`config.mk`:
```
export PLATFORM = sky130hd
export DESIGN_NAME = mips_boot_loader
export DESIGN_NICKNAME = d
export VERILOG_FILES = /design/src/rtl/mips_boot_pkg.sv /design/src/rtl/boot_word_packer.sv /design/src/rtl/mips_boot_loader.sv
export SDC_FILE = /design/constraint.sdc
export NUM_CORES = 1
export LEC_CHECK = 0
export ABC_AREA = 1
export CAP_MARGIN = 0
export CORE_MARGIN = 5
export CORE_UTILIZATION = 38
export CTS_CLUSTER_SIZE = 25
export DETAILED_ROUTE_END_ITERATION = 16
export DONT_BUFFER_PORTS = 1
export GPL_ROUTABILITY_DRIVEN = 0
export SYNTH_ARGS = -nofsm -noshare
export SYNTH_HDL_FRONTEND = slang
export SYNTH_HIERARCHICAL = 1
export SYNTH_SLANG_ARGS = --single-unit
```
`constraint.sdc`:
```
create_clock -name clock -period 4.3 [get_ports clock]
set_input_delay 1.075 -clock clock [delete_from_list [all_inputs] [get_ports clock]]
set_output_delay 1.075 -clock clock [all_outputs]
set_load 0.02 [all_outputs]
```
`src/rtl/mips_boot_pkg.sv`:
```
// Shared types and widths for the IITK_MIPS boot loader.
package mips_boot_pkg;

  localparam int unsigned LEN_W  = 16;
  localparam int unsigned BYTE_W = 8;
  localparam int unsigned WORD_W = 32;

  typedef enum logic [2:0] {
    HDR0,
    HDR1,
    PAYLOAD,
    CSUM,
    HOLD,
    RUN,
    ERR
  } boot_state_e;

  // Image length must be non-zero and fit the instruction memory budget.
  function automatic logic len_ok(input logic [LEN_W-1:0] n, input int unsigned max_words);
    return (n != '0) && (32'(n) <= max_words);
  endfunction

endpackage

```
`src/rtl/boot_word_packer.sv`:
```
// Packs little-endian bytes into 32-bit words; flags the word on its 4th byte.
module boot_word_packer
  import mips_boot_pkg::*;
(
  input  logic              clock,
  input  logic              reset,
  input  logic              clear_i,
  input  logic              byte_valid_i,
  input  logic [BYTE_W-1:0] byte_i,
  output logic              word_valid_c,
  output logic [WORD_W-1:0] word_c
);

  localparam int unsigned HOLD_W = WORD_W - BYTE_W;

  logic [1:0]        idx_q, idx_d;
  logic [HOLD_W-1:0] hold_q, hold_d;

  always_ff @(posedge clock) begin
    if (reset) begin
      idx_q  <= '0;
      hold_q <= '0;
    end else begin
      idx_q  <= idx_d;
      hold_q <= hold_d;
    end
  end

  // Oldest byte ends up in the low lane of hold_q after three shifts.
  always_comb begin
    idx_d        = idx_q;
    hold_d       = hold_q;
    word_valid_c = byte_valid_i && (idx_q == 2'd3);
    word_c       = {byte_i, hold_q};
    if (clear_i) begin
      idx_d  = '0;
      hold_d = '0;
    end else if (byte_valid_i) begin
      idx_d  = idx_q + 2'd1;
      hold_d = {byte_i, hold_q[HOLD_W-1:BYTE_W]};
    end
  end

endmodule

```
`src/rtl/mips_boot_loader.sv`:
```
// Streams a length-prefixed, XOR-checked program image into instruction memory
// and holds the MIPS core in reset until the image is verified.
module mips_boot_loader
  import mips_boot_pkg::*;
#(
  parameter int unsigned ADDR_W     = 8,
  parameter int unsigned MAX_WORDS  = 256,
  parameter int unsigned RESET_HOLD = 4
) (
  input  logic              clock,
  input  logic              reset,
  input  logic              rx_valid,
  input  logic [BYTE_W-1:0] rx_data,
  output logic              rx_ready,
  output logic              imem_we,
  output logic [ADDR_W-1:0] imem_addr,
  output logic [WORD_W-1:0] imem_wdata,
  output logic              core_reset,
  output logic              load_done,
  output logic              load_err,
  output logic [ADDR_W:0]   word_count
);

  localparam int unsigned CNT_W  = ADDR_W + 1;
  localparam int unsigned HCNT_W = (RESET_HOLD > 1) ? $clog2(RESET_HOLD) : 1;

  boot_state_e       state_q, state_d;
  logic [BYTE_W-1:0] len_lo_q, len_lo_d;
  logic [LEN_W-1:0]  len_q, len_d;
  logic [BYTE_W-1:0] xor_q, xor_d;
  logic [HCNT_W-1:0] hcnt_q, hcnt_d;
  logic              we_q, we_d;
  logic [ADDR_W-1:0] addr_q, addr_d;
  logic [WORD_W-1:0] wdata_q, wdata_d;
  logic [CNT_W-1:0]  wc_q, wc_d;
  logic              rdy_q, core_rst_q, done_q, err_q;

  logic              accept;
  logic              pack_valid;
  logic [LEN_W-1:0]  hdr_len;
  logic              word_valid;
  logic [WORD_W-1:0] word;

  assign accept     = rx_valid && rdy_q;
  assign pack_valid = accept && (state_q == PAYLOAD);
  assign hdr_len    = {rx_data, len_lo_q};

  boot_word_packer u_packer (
    .clock        (clock),
    .reset        (reset),
    .clear_i      (state_q != PAYLOAD),
    .byte_valid_i (pack_valid),
    .byte_i       (rx_data),
    .word_valid_c (word_valid),
    .word_c       (word)
  );

  always_ff @(posedge clock) begin
    if (reset) begin
      state_q    <= HDR0;
      len_lo_q   <= '0;
      len_q      <= '0;
      xor_q      <= '0;
      hcnt_q     <= '0;
      we_q       <= 1'b0;
      addr_q     <= '0;
      wdata_q    <= '0;
      wc_q       <= '0;
      rdy_q      <= 1'b1;
      core_rst_q <= 1'b1;
      done_q     <= 1'b0;
      err_q      <= 1'b0;
    end else begin
      state_q    <= state_d;
      len_lo_q   <= len_lo_d;
      len_q      <= len_d;
      xor_q      <= xor_d;
      hcnt_q     <= hcnt_d;
      we_q       <= we_d;
      addr_q     <= addr_d;
      wdata_q    <= wdata_d;
      wc_q       <= wc_d;
      rdy_q      <= state_d inside {HDR0, HDR1, PAYLOAD, CSUM};
      core_rst_q <= (state_d != RUN);
      done_q     <= (state_d == RUN);
      err_q      <= (state_d == ERR);
    end
  end

  always_comb begin
    state_d  = state_q;
    len_lo_d = len_lo_q;
    len_d    = len_q;
    xor_d    = xor_q;
    hcnt_d   = '0;
    we_d     = 1'b0;
    addr_d   = addr_q;
    wdata_d  = wdata_q;
    wc_d     = wc_q;
    case (state_q)
      HDR0: begin
        if (accept) begin
          len_lo_d = rx_data;
          state_d  = HDR1;
        end
      end
      HDR1: begin
        if (accept) begin
          len_d   = hdr_len;
          state_d = len_ok(hdr_len, MAX_WORDS) ? PAYLOAD : ERR;
        end
      end
      PAYLOAD: begin
        if (accept) begin
          xor_d = xor_q ^ rx_data;
          if (word_valid) begin
            we_d    = 1'b1;
            addr_d  = wc_q[ADDR_W-1:0];
            wdata_d = word;
            wc_d    = wc_q + CNT_W'(1);
            if ((LEN_W'(wc_q) + LEN_W'(1)) == len_q) state_d = CSUM;
          end
        end
      end
      CSUM: begin
        if (accept) state_d = (rx_data == xor_q) ? HOLD : ERR;
      end
      HOLD: begin
        if (hcnt_q == HCNT_W'(RESET_HOLD - 1)) state_d = RUN;
        else hcnt_d = hcnt_q + HCNT_W'(1);
      end
      default: ;
    endcase
  end

  assign rx_ready   = rdy_q;
  assign imem_we    = we_q;
  assign imem_addr  = addr_q;
  assign imem_wdata = wdata_q;
  assign core_reset = core_rst_q;
  assign load_done  = done_q;
  assign load_err   = err_q;
  assign word_count = wc_q;

endmodule

```
# [Yosys cells after proc, flatten, opt, wreduce, memory -nomap -nowiden]
# Cells that the tools add are included.
[totals] regBits=117 latch_bits=0 ramBits=0 rom_bits=0 inputBits=11 output_inout_bits=54 wordCells=65 n_memories=0
[classes] addsub=4 mul=0 n_div=0 magnitude_cmp=1 eq_ne=15 n_shift=0 mux=11 bitwise_logic=4 reduce_logical=15
[ops] op="$mux 3" count=8
[ops] op="$eq 10x16->1" count=1
[ops] op="$le 16x9->1 const B" count=1
[ops] op="$reduce_bool 16->1" count=1
[ops] op="$pmux 3 s5" count=1
[ops] op="$eq 3x2->1 const B" count=4
[ops] op="$add 9x1->10 const B" count=1
[ops] op="$add 9x1->9 const B" count=1
[ops] op="$eq 3x3->1 const B" count=3
[ops] op="$eq 8x8->1" count=1
[ops] op="$xor 8x8->8" count=1
[ops] op="$eq 3x1->1 const B" count=2
[ops] op="$logic_not 3->1" count=2
[ops] op="$reduce_and 2->1" count=3
[ops] op="$reduce_or 3->1" count=2
[ops] op="$add 2x1->2 const B" count=2
[ops] op="$eq 2x2->1 const B" count=2
[ops] op="$logic_and 1x1->1" count=4
[ops] op="$reduce_bool 4->1" count=1
[ops] op="$ne 3x2->1 const B" count=1
[ops] op="$ne 3x3->1 const B" count=1
[ops] op="$not 1->1" count=3
[ops] op="$reduce_and 3->1" count=1
[ops] op="$mux 2" count=1
[ops] op="other kinds (2)" count=2

# [Depth between registers and ports, before layout]
[depth] ltp_word=8 mapped_depth=17

# [Modules after synthesis]
# Netlist, hierarchy kept.
[by_module_without_submodules] module="mips_boot_loader" n_inst=1 cells_each=508 area_per_inst_um2=3753.6 seq_area_each_um2=1821.7
[by_module_without_submodules] module="boot_word_packer" n_inst=1 cells_each=175 area_per_inst_um2=1162.4 seq_area_each_um2=520.5

# [Least setup slack after synthesis]
# Ideal clock, no wire load.
[synth_path] kind="input -> register" startpoint="input port rx_valid" endpoint="register wdata_q[10] (netlist: imem_wdata[10])" setup_time_ns=0.064 arrival_ns=2.537 t_required_ns=4.236 setup_slack_ns=1.699 stages=13 path_buffers=4 path_cell_list="nand3_4 > inv_1 > buf_4 > buf_4 > buf_4 > nand2_1 > inv_1 > inv_1 > nor2_8 > inv_2 > clkbuf_1 > nor2_1 > nor2_1"
[synth_via] elab_chain_len=4
[synth_lines] item="start, declared" line_no="mips_boot_loader.sv:12" text="input logic rx_valid,"
[synth_lines] item="$logic_and 1x1->1" line_no="mips_boot_loader.sv:44" text="assign accept = rx_valid && rdy_q;"
[synth_lines] item="$logic_and 1x1->1" line_no="mips_boot_loader.sv:45" text="assign pack_valid = accept && (state_q == PAYLOAD);"
[synth_lines] item="net pack_valid" line_no="mips_boot_loader.sv:39" text="logic pack_valid;"
[synth_lines] item="$logic_and 1x1->1" line_no="boot_word_packer.sv:33" text="word_valid_c = byte_valid_i && (idx_q == 2'd3);"
[synth_lines] item="net word_valid" line_no="mips_boot_loader.sv:41" text="logic word_valid;"
[synth_lines] item="$reduce_and 3->1 (no line)"
[synth_lines] item="end signal, assigned" line_no="mips_boot_loader.sv:81" text="wdata_q <= wdata_d;"
[synth_lines] item="end, declared" line_no="mips_boot_loader.sv:34" text="logic [WORD_W-1:0] wdata_q, wdata_d;"
# The timed path passes the listed nets, and every way through them passes these cells.
# A chain may end at the register's enable or synchronous reset.

# [Worst setup path after layout]
[layout_path] startpoint="register state_q[1]" endpoint="register wc_q[4] (netlist: word_count[4])"
[layout_via] elab_chain_len=4
[layout_lines] item="start, declared" line_no="mips_boot_loader.sv:27" text="boot_state_e state_q, state_d;"
[layout_lines] item="start signal, assigned" line_no="mips_boot_loader.sv:74" text="state_q <= state_d;"
[layout_lines] item="$eq 3x2->1" line_no="mips_boot_loader.sv:45"
[layout_lines] item="$logic_and 1x1->1" line_no="mips_boot_loader.sv:45"
[layout_lines] item="$logic_and 1x1->1" line_no="boot_word_packer.sv:33"
[layout_lines] item="net word_valid" line_no="mips_boot_loader.sv:41"
[layout_lines] item="$reduce_and 3->1 (no line)"
[layout_lines] item="end signal, assigned" line_no="mips_boot_loader.sv:82" text="wc_q <= wc_d;"
[layout_lines] item="end, declared" line_no="mips_boot_loader.sv:35" text="logic [CNT_W-1:0] wc_q, wc_d;"
# The timed path passes the listed nets, and every way through them passes these cells.

==> impl_metrics.toml <==
[yosys]
synth_top_family_by_area = "simple AND/OR/NAND/NOR gates"
synth.avg_cell_area_um2 = 7.20
synth-xor-area-share_pct = 2.06
synth_compound_area_share_pct = 12.6
synthSimpleGateAreaFrac_pct = 27.0
synth_mux_area_share_pct = 0
synth.ff_latch_count = 117
synth_area_mm2 = 0.00492
synth_nets = 697
yosys.area_share.adder_pct = 0.764
synth_cells = 683
yosys_warnings = 6
synth.distinct_cells = 34
seq_area_frac_synth_pct = 47.6

[finish]
diodes = 0
final_cell_mix = "nor2_1 (171), dfxtp_1 (117), nand2_1 (111)"
nNetsFinal = 679
drive_above_1_share_pct = 6.49
stdcell_count = 850
final_common_cell = "nor2_1"
fillers = 1323
area_delta_synth_final_pct = 12.0

[min_path]
whs_endpoint = "hcnt_q[0]"
whs_path_depth = 1
hold_class = "flip-flop to flip-flop"
worstHoldStart = "hcnt_q[0]"

[critical_path]
reg2reg_slack_ns = 1.99
worstPathArrival_ns = 2.58
cp_num_buf_inv = 5
critPathMostFrequentCell = "inv_2"
crit_path_end_kind = "flip-flop"
rr_worst_depth = 11
start_kind = "flip-flop"
critical_path_class = "flip-flop to flip-flop"
crit_family = "simple AND/OR/NAND/NOR gates"
cp_slowest_stage_delay_ns = 0.45
critPathSlowestCell = "dfxtp_1"
cp.required_ns = 4.57
reg2reg_from = "state_q[1]"
crit_chain = "inv_2, nor3_4, nand3_4, inv_2, nand2_1, inv_1, inv_1, nor2_8, inv_2, o21ai_0, a21oi_1"
r2r_end = "word_count[4]"
cp_max_fo = 37

[power_and_ir_drop]
power.density_mw_per_mm2 = 493
p_leak_nw = 2.24
ir_drop_v = 0.000251

[clock_tree]
clkLatencyLatePin_ns = 0.42
cts_resized = 0
clkTransAtPathRegs_ns = 0.06
clk_path_buf_depth = 2
cts_made_buffers = 17
clkSinkCount = 117
hold_buffers = 0
postCtsSetupBuffers = 0
clockRootBuffer = "clkbuf_16"
cts_tree = "done"
h-tree-depth = 4

[detailed_routing]
drt-pass1-iter-count = 5
drc = 0
vias = 3974
wl_per_cell_um = 12.9
via_per_inst = 4.68
dr.first_iter.drc_count = 292
drt-total-wl_mm = 11.0
ant_nets = 0

[timing]
setup_tns_ns = 0
slew_violations = 0
max_freq_ghz = 0.433
rsz0062_at_grt = "false"
finalSetupViolCount = 0
finalCritPeriodShare_pct = 53.8
clock_skew_ns = 0.0212
hold_violations = 0
tightestPinTransition_ns = 1.08
slew_headroom_pct = 27.9
finalCriticalPeriod_ns = 2.31
finalWorstSetupSlack_ns = 1.99

[floorplan]
start_util_pct = 38.8
dieArea_mm2 = 0.0153
rows = 41
ioPinCount = 65
die_height_um = 124
core_area_mm2 = 0.0127
die_x_um = 124

[grt]
grt_pass1_wl_mm = 18.5
grt_pass1_vias = 3903
grtUsageTotal_pct = 15.4
antenna_found_initial = 0
grt_max_degree = 81
grt-ovfl-total = 0

[placement]
dpl_worst_slack_ns = 1.63
dp_hpwl_mm = 7.32
io_buffer_count = 0
place_inst = 818

[status]
status = "complete, no violations"

[job]
cap_violations = 0
==> per-layer routing <==
metal	routed length, um	global-route usage, %	up-vias
li1	-	-	2111
met1	4870	18.1	1777
met2	5400	25.9	74
met3	580	5.22	12
met4	106	6.30	0
met5	0	0	-
==> power breakdown <==
part	switching [mW]	internal (mW)
Sequential	0.0305	1.13
Combinational	0.123	0.0663
Clock	0.489	0.881
==> synth_stat cells <==
master / number / area (um2)
nor3_1: 1 / 5.00
inv_1: 68 / 255
xor2_1: 3 / 26.3
a211oi_1: 1 / 7.51
ha_1: 3 / 37.5
a21oi_1: 37 / 185
xnor3_1: 1 / 22.5
xnor2_1: 6 / 52.6
nand3b_1: 1 / 7.51
nor2_4: 1 / 11.3
nor2_2: 1 / 6.26
nor4_1: 1 / 6.26
and2_1: 1 / 6.26
nand4_1: 6 / 37.5
nor3_4: 1 / 16.3
dfxtp_1: 117 / 2340
nor2_1: 171 / 642
or2_2: 1 / 6.26
buf_6: 3 / 33.8
buf_2: 9 / 45.0
nor2_8: 1 / 20.0
clkbuf_1: 14 / 52.6
clkbuf_2: 1 / 5.00
nand3_1: 24 / 120
o21bai_1: 1 / 7.51
nand2_2: 1 / 6.26
o21ai_0: 77 / 385
o21a_1: 1 / 7.51
o211ai_1: 2 / 15.0
buf_4: 12 / 90.1
a31oi_1: 2 / 12.5
inv_2: 2 / 7.51
nand2_1: 111 / 417
nand3_4: 1 / 17.5
==> state kept, by name, summed over array words and instances (netlist names), 3 cells and up <==
register / flops
len_q: 16
state_q: 3
len_lo_q: 8
word_count: 9
imem_wdata: 32
imem_addr: 8
u_packer/hold_q: 24
xor_q: 8
==> worst max path at each step <==
stage	from	end	slack, ns	depth (start not counted)
final	state_q[1]	word_count[4]	1.99	11
after global routing	state_q[1]	word_count[0]	1.70	12
after CTS	state_q[1]	word_count[0]	1.93	12
after detailed placement	rx_valid	word_count[4]	1.63	9
after global placement	rx_valid	word_count[4]	1.67	9
after floorplan	rx_valid	imem_wdata[10]	1.70	13
==> cell families after synthesis <==
logic type / Yosys count
buffers and inverters: 109
AO/OA/AOI/OAI: 121
adder cells (fa/ha/maj): 3
flip-flops: 117
AND/OR/NAND/NOR: 323
XOR/XNOR: 10
==> per-stage QoR <==
stage / total power, mW / instance area, um2 / utilization, % / hold slack (ns)
after floorplan: 1.34 / 4920 / - / 0.399
after global placement: 1.36 / 4920 / 38.8 / 0.407
after detailed placement: 1.37 / 4920 / 38.8 / 0.418
after CTS: 2.75 / 5510 / 43.4 / 0.425
after global routing: 2.84 / 5510 / 43.4 / 0.441
final: 2.72 / 5510 / 43.4 / 0.421
==> cell type report <==
cell class,count,area (um2),share of cell area (%)
sequential,117,2340,42.5
multi-input combinational,457,2080,37.9
clock buffer,20,457,8.30
inverter,70,263,4.77
tap,172,215,3.91
clock inverter,12,129,2.34
timing repair buffer,2,15.0,0.273
Power figures use the tool's default switching activity.
